### src/rtl/add_arbiter.sv
// add_arbiter
// Round-robin scheduler that time-shares a single adder among NREQ requesters.
// For each granted command the adder is cleared for one cycle, enabled for
// ADD_LAT cycles, its result is captured, and the sum/overflow are returned
// on the granted requester's response channel.
//
// Ports:
//   clk, rst                 clock, synchronous active-high reset
//   req_valid/req_ready      per-requester command handshake (ready one-hot)
//   req_in1/req_in2          packed operands, requester i at [32*i +: 32]
//   rsp_valid/rsp_ready      per-requester response handshake (valid one-hot)
//   rsp_sum/rsp_ovf          captured adder result and overflow flags
//   add_in1/add_in2          operands driven to the shared adder
//   add_enable/add_clear     adder controls
//   add_out/add_overflow     adder result inputs
//   busy                     high whenever the scheduler is not idle
//   op_cnt/ovf_cnt           completed operations / those with overflow
module add_arbiter #(
  parameter int NREQ    = 4,
  parameter int ADD_LAT = 1
) (
  input  logic                 clk,
  input  logic                 rst,
  input  logic [NREQ-1:0]      req_valid,
  output logic [NREQ-1:0]      req_ready,
  input  logic [32*NREQ-1:0]   req_in1,
  input  logic [32*NREQ-1:0]   req_in2,
  output logic [NREQ-1:0]      rsp_valid,
  input  logic [NREQ-1:0]      rsp_ready,
  output logic [31:0]          rsp_sum,
  output logic [1:0]           rsp_ovf,
  output logic [31:0]          add_in1,
  output logic [31:0]          add_in2,
  output logic                 add_enable,
  output logic                 add_clear,
  input  logic [31:0]          add_out,
  input  logic [1:0]           add_overflow,
  output logic                 busy,
  output logic [31:0]          op_cnt,
  output logic [31:0]          ovf_cnt
);

  localparam int GW = $clog2(NREQ);
  localparam logic [7:0]      LAT_INIT = 8'(ADD_LAT - 1);
  localparam logic [NREQ-1:0] ONE_HOT0 = {{(NREQ-1){1'b0}}, 1'b1};

  typedef enum logic [2:0] {IDLE, CLEAR, RUN, CAPT, RESP} state_t;

  state_t          state_reg, state_next;
  logic [GW-1:0]   last_grant_reg;
  logic [GW-1:0]   grant_reg;
  logic [31:0]     op1_reg, op2_reg;
  logic [7:0]      lat_cnt_reg;
  logic [31:0]     sum_reg;
  logic [1:0]      ovf_reg;
  logic [31:0]     op_cnt_reg, ovf_cnt_reg;

  logic [GW-1:0]   sel_idx;
  logic            sel_found;
  logic [GW-1:0]   cand;
  logic            rsp_fire;

  logic [31:0]     in1_arr [NREQ];
  logic [31:0]     in2_arr [NREQ];

  // Unpack the flat operand buses into per-requester words.
  generate
    for (genvar gi = 0; gi < NREQ; gi++) begin : g_unpack
      assign in1_arr[gi] = req_in1[32*gi +: 32];
      assign in2_arr[gi] = req_in2[32*gi +: 32];
    end
  endgenerate

  // Round-robin search starting one past the last grant. The candidate index
  // is formed as (last_grant + k) mod NREQ without leaving GW bits, so it
  // works for NREQ values that are not powers of two.
  always_comb begin
    sel_found = 1'b0;
    sel_idx   = '0;
    cand      = '0;
    for (int k = 1; k <= NREQ; k++) begin
      if (int'(last_grant_reg) >= NREQ - k) begin
        cand = last_grant_reg - GW'(NREQ - k);
      end else begin
        cand = last_grant_reg + GW'(k);
      end
      if (!sel_found && req_valid[cand]) begin
        sel_found = 1'b1;
        sel_idx   = cand;
      end
    end
  end

  assign rsp_fire = (state_reg == RESP) && rsp_ready[grant_reg];

  // State register
  always_ff @(posedge clk) begin
    if (rst) begin
      state_reg <= IDLE;
    end else begin
      state_reg <= state_next;
    end
  end

  // Next-state logic
  always_comb begin
    state_next = state_reg;
    case (state_reg)
      IDLE:    if (sel_found) state_next = CLEAR;
      CLEAR:   state_next = RUN;
      RUN:     if (lat_cnt_reg == 8'd0) state_next = CAPT;
      CAPT:    state_next = RESP;
      RESP:    if (rsp_fire) state_next = IDLE;
      default: state_next = IDLE;
    endcase
  end

  // Output logic
  always_comb begin
    req_ready  = '0;
    rsp_valid  = '0;
    add_clear  = 1'b0;
    add_enable = 1'b0;
    case (state_reg)
      IDLE:    if (sel_found) req_ready = ONE_HOT0 << sel_idx;
      CLEAR:   add_clear = 1'b1;
      RUN:     add_enable = 1'b1;
      RESP:    rsp_valid = ONE_HOT0 << grant_reg;
      default: ;
    endcase
  end

  // Datapath: operand latch, latency counter, result capture, counters.
  always_ff @(posedge clk) begin
    if (rst) begin
      last_grant_reg <= GW'(NREQ - 1);
      grant_reg      <= '0;
      op1_reg        <= '0;
      op2_reg        <= '0;
      lat_cnt_reg    <= '0;
      sum_reg        <= '0;
      ovf_reg        <= '0;
      op_cnt_reg     <= '0;
      ovf_cnt_reg    <= '0;
    end else begin
      if (state_reg == IDLE && sel_found) begin
        op1_reg        <= in1_arr[sel_idx];
        op2_reg        <= in2_arr[sel_idx];
        grant_reg      <= sel_idx;
        last_grant_reg <= sel_idx;
      end
      // Loaded with ADD_LAT-1 so RUN exits after exactly ADD_LAT cycles.
      if (state_reg == CLEAR) begin
        lat_cnt_reg <= LAT_INIT;
      end else if (state_reg == RUN && lat_cnt_reg != 8'd0) begin
        lat_cnt_reg <= lat_cnt_reg - 8'd1;
      end
      if (state_reg == CAPT) begin
        sum_reg <= add_out;
        ovf_reg <= add_overflow;
      end
      if (rsp_fire) begin
        op_cnt_reg <= op_cnt_reg + 32'd1;
        if (ovf_reg != 2'b00) begin
          ovf_cnt_reg <= ovf_cnt_reg + 32'd1;
        end
      end
    end
  end

  assign add_in1 = op1_reg;
  assign add_in2 = op2_reg;
  assign rsp_sum = sum_reg;
  assign rsp_ovf = ovf_reg;
  assign busy    = (state_reg != IDLE);
  assign op_cnt  = op_cnt_reg;
  assign ovf_cnt = ovf_cnt_reg;

endmodule

### config.mk
export PLATFORM = sky130hd
export DESIGN_NAME = add_arbiter
export DESIGN_NICKNAME = d
export VERILOG_FILES = /design/src/rtl/add_arbiter.sv
export SDC_FILE = /design/constraint.sdc
export NUM_CORES = 1
export LEC_CHECK = 0
export CAP_MARGIN = 30
export CORE_AREA = 3 3 183 185
export DETAILED_ROUTE_END_ITERATION = 10
export DIE_AREA = 0 0 186 188
export DONT_BUFFER_PORTS = 1
export PLACE_DENSITY = 0.4
export SLEW_MARGIN = 20
export SYNTH_ARGS = -nofsm -noshare
export SYNTH_HDL_FRONTEND = slang
export SYNTH_SLANG_ARGS = --single-unit
### constraint.sdc
create_clock -name clk -period 9.3 [get_ports clk]
set_clock_uncertainty 0.15 [all_clocks]
set_input_delay 1.86 -clock clk [delete_from_list [all_inputs] [get_ports clk]]
set_output_delay 1.86 -clock clk [all_outputs]
set_load 0.02 [all_outputs]
# Word-level counts from Yosys, hierarchy flattened
# Index checks and enable logic that the tools add are counted.
word_totals:
  register_bits: 177
  in_bits: 300
  output_inout_bits: 173
  word_cells: 91
op_classes:
  add_sub_neg: 9
  magnitude_cmp: 9
  eq_ne: 7
  shift: 2
  muxes: 36
  n_bitwise: 1
  n_reduce_logical: 17
op_table:
  columns: ["cell", "count"]
  rows:
  - ["32-bit binary-select mux with 2-bit select", 2]
  - ["32-bit two-way mux", 4]
  - ["32-bit by 1-bit adder with 32-bit output, second input constant", 2]
  - ["2-bit by 3-bit < comparator with 1-bit output, second input constant", 5]
  - ["3-bit one-hot mux with 5 select lines", 1]
  - ["2-bit two-way mux", 7]
  - ["4-bit two-way mux", 3]
  - ["1-bit two-way mux", 11]
  - ["1-bit binary-select mux with 2-bit select", 5]
  - ["3-bit two-way mux", 3]
  - ["8-bit zero test", 1]
  - ["8-bit nonzero test", 1]
  - ["1-bit by 2-bit << shifter with 4-bit output, first input constant", 2]
  - ["8-bit by 1-bit subtractor with 8-bit output, second input constant", 1]
  - ["3-bit by 2-bit == test with 1-bit output, second input constant", 2]
  - ["1-bit logical AND", 6]
  - ["2-bit inequality test, second input constant", 3]
  - ["2-bit adder, second input constant", 2]
  - ["2-bit greater-or-equal comparator, second input constant", 2]
  - ["2-bit subtractor, second input constant", 2]
  - ["3-bit by 1-bit == test with 1-bit output, second input constant", 1]
  - ["3-bit == test, second input constant", 1]
  - ["3-bit greater-or-equal comparator, second input constant", 1]
  - ["1-bit zero test", 3]
  - ["10 further kinds", 10]

# Longest topological paths before layout
logic_depth:
  depth_word: 18
  mapped_depth: 13
  mapped_depth_nobuf: 8

# Worst setup path after synthesis
# Ideal clock, no wire load.
synth_timing:
  path_type: "input port to output port"
  startpoint: "input port req_valid[3]"
  endpoint: "output port req_ready[0]"
  arrival_ps: 3457
  t_required_ps: 7290
  setup_slack_ps: 3833
  path_stages: 9
  n_path_buf: 4
  path_cell_list: "buf_2 -> mux2_1 -> o31ai_2 -> o221ai_2 -> nand2_2 -> buf_6 -> buf_6 -> buf_2 -> nor2_1"
synth_via:
  elab_chain_len: 15
  word_cells_on_any_way: 25
  cone_classes: "shift: 1; mux: 18; reduce/logical: 6"
synth_lines:
  columns: ["element", "line_no", "rtl"]
  rows:
  - ["from (decl)", "24", "input logic [NREQ-1:0] req_valid,"]
  - ["1-bit binary-select mux with 2-bit select", "87", "if (!sel_found && req_valid[cand]) begin"]
  - ["1-bit two-way mux (implied by the code)", "87", null]
  - ["1-bit two-way mux", "87", null]
  - ["1-bit zero test", "87", null]
  - ["1-bit logical AND", "87", null]
  - ["1-bit two-way mux", "87", null]
  - ["1-bit zero test", "87", null]
  - ["1-bit logical AND", "87", null]
  - ["1-bit two-way mux", "87", null]
  - ["1-bit zero test", "87", null]
  - ["1-bit logical AND", "87", null]
  - ["2-bit two-way mux", "87", null]
  - ["1-bit by 2-bit << shifter with 4-bit output", "125", "IDLE: if (sel_found) req_ready = ONE_HOT0 << sel_idx;"]
  - ["4-bit two-way mux *", "125", null]
  - ["4-bit two-way mux *", "124", "case (state_reg)"]
  - ["to (decl)", "25", "output logic [NREQ-1:0] req_ready,"]
# Every way passes the cells marked *; elsewhere a longest branch is shown, timed or not. The select of a mux whose other input is x is not followed.

# Worst setup path in the final report
layout_timing:
  startpoint: "input port req_valid[1]"
  endpoint: "output port req_ready[2]"
# Same word-level chain as after synthesis.

==> results.txt <==
final worst-path cycle share: 58.3%
Data required, critical path: 7.29 ns
Synth Register Bits: 177
net count after synthesis: 1,332
num ports: 473
Tot Pwr: 2470 uW
largest net degree at the start of global routing: 109
gpl congestion: 0.821
worst r2r path cells: 10
initial antenna violation count: 4
register area share after synthesis: 39.2%
max-slew violation count: 0
pre-CTS setup slack: 3.86 ns
worst setup margin: 3.88 ns
Period minus WS final: 5.42 ns
library cells used by synthesis: 51
DRC: 0
Fin Setup TNS: 0 ns
compound-cell area share of the yosys netlist: 11.0%
Synth Flop Type: dfxtp_1
Max Cap Viol: 0
Peak VDD IR: 0.000123 V
placed inst area: 9310 um^2
WP data arrival: 3.41 ns
syn avg cell area: 8.81 um^2
post-synthesis cell count: 1,026
share of cells above drive strength 1: 10.2%
Post-Route WL: 29,400 um
Die H: 188 um
setup violators final: 0
Die W: 186 um
post-synthesis adder-cell area fraction: 0.830%
Design Area, Final: 9910 um^2
Synth Warn #: 0
global route total overflow: 0
total track usage: 16.1%
Starting Density: 28.1%
post-synthesis simple-gate area fraction: 22.1%
mux cell area share after synthesis: 16.0%
post-synthesis xor/xnor area fraction: 6.49%
r2r startpoint: last_grant_reg[0]$_SDFFE_PP1P_
CTS Buf Count: 17
Hold EP: lat_cnt_reg[6]$_SDFFE_PP0P_
Site Rows: 66
worst skew pair latency: 0.44 ns
Post-synth EDFFs: 0
post-cts sizing count: 0
initial drt markers: 342
Finished Layout Cells: 1,407
core area: 32,200 um^2
r2r setup slk: 5.30 ns
number of global-route vias before repair: 6,955
CTS Sinks: 177
DR vias/cell: 5.08
FF-to-FF End: add_in2[28]$_SDFFE_PP0P_
Syn-to-layout area delta: 9.65%
asr flop ratio synth: 0%
slew of the pin with the lowest slew margin: 0.919 ns
crit path max fanout: 57
CP Class: input port to output pin
cell with the most instances after synthesis: nand2_1
Worst-path clk slew: 0.07 ns
Area contributors post-synth: dfxtp_1 (39%), nand2_1 (8.9%), mux2i_1 (8.9%), a221o_1 (6.0%), mux2_2 (5.5%)
final hold vios: 0
f_max: 0.184 GHz
Leakage: 0.00351 uW
WL/cell: 20.9 um
hold path depth: 2
status: finished clean
die area: 35,000 um^2
dpl hpwl: 21,900 um
P per Cell Area: 249 nW/um^2
port bufs: 0
first-pass GRT wire length: 43,300 um
Slew HR: 38.7%
synthesized area: 9040 um^2
largest area contributor in the synthesized netlist: dfxtp_1
clock root buffer: clkbuf_16
cts hold-fix bufs: 0
startpoint class of the critical path: input port
Post-synth top cells: nand2_1 (214), dfxtp_1 (177), nor2_1 (85)
placed insts: 1,372
H-tree Lvls: 4
main combinational cell family by area after synthesis: simple AND/OR/NAND/NOR gates
Final #Nets: 1,289
hold wc startpoint: lat_cnt_reg[6]$_SDFFE_PP0P_
Hold WC Path Type: flop to flop
Final ANT Viol Nets: 0
RSZ-0062 raised after global routing: false
CTS Buffer Depth: 2
Post-CTS Setup Inserts: 0
DR vias: 7,149
Synth top area share: 39.2%
CP endpoint kind: output pin
TritonCTS clock tree: built
DRT Pass-1 Iters: 6
## cell families after synthesis
kind of cell | count (synthesis)
adders and majority gates | 6
and+or+nand+nor | 433
AOI/OAI and AO/OA | 127
DFF | 177
buffers and inverters | 80
muxes | 136
xor gates and xnor gates | 67
## cell type report
class	count	area (um^2)
clock inverters	13	138
diodes	3	7.51
multi-input cells	769	5130
clock buffers	19	453
flip-flops and latches	177	3540
fillers	3456	22300
inverters	6	22.5
repair buffers	12	104
well taps	408	510
## cells in the final DEF (no fill, tap or decap), drive strengths merged, types with 24 or more instances in the layout
master  netlist  layout
nand2       215     215
dfxtp       177     177
nor2         85      85
mux2i        80      80
mux2         55      55
a221o        54      54
xor2         53      53
a21oi        44      44
nand3        27      27
nor3b        24      24
## where the power goes
| part | internal (uW) | switching [uW] | total [uW] |
|---|---|---|---|
| Sequential | 870 | 241 | 1110 |
| Clock | 373 | 358 | 731 |
| Combinational | 294 | 336 | 630 |
| Total | 1540 | 934 | 2470 |
## metal layers
metal	vias up	GRT usage, %	part of all wire (%)
met1	3346	19.7	41
met5	-	0	0
met4	0	4.76	1.9
met3	25	6.52	8.9
li1	3506	-	-
met2	272	25.9	48
## metrics by stage
stage / util (%) / hold slack [ns]
after floorplan: - / 0.321
after global placement: 28.8 / 0.343
after detailed placement: 28.9 / 0.345
after CTS: 30.8 / 0.365
after global routing: 30.8 / 0.388
final: 30.8 / 0.356
## worst max-delay path by stage
stage	startpoint	to	slack [ns]	depth (start not counted)
after floorplan	req_valid[3]	req_ready[0]	3.83	9
after global placement	req_valid[0]	req_ready[2]	3.86	5
after detailed placement	req_valid[1]	req_ready[2]	3.86	5
after CTS	req_valid[1]	req_ready[2]	3.84	5
after global routing	req_valid[0]	req_ready[0]	3.68	5
final	req_valid[1]	req_ready[2]	3.88	5
## critical path, cell delays in order
cell,delay [ns]
mux2i_1,0.11
o21ai_0,0.10
a21oi_1,0.49
nand2_8,0.39
nor2_1,0.45
Note: power is estimated with default switching activity, not from simulation.
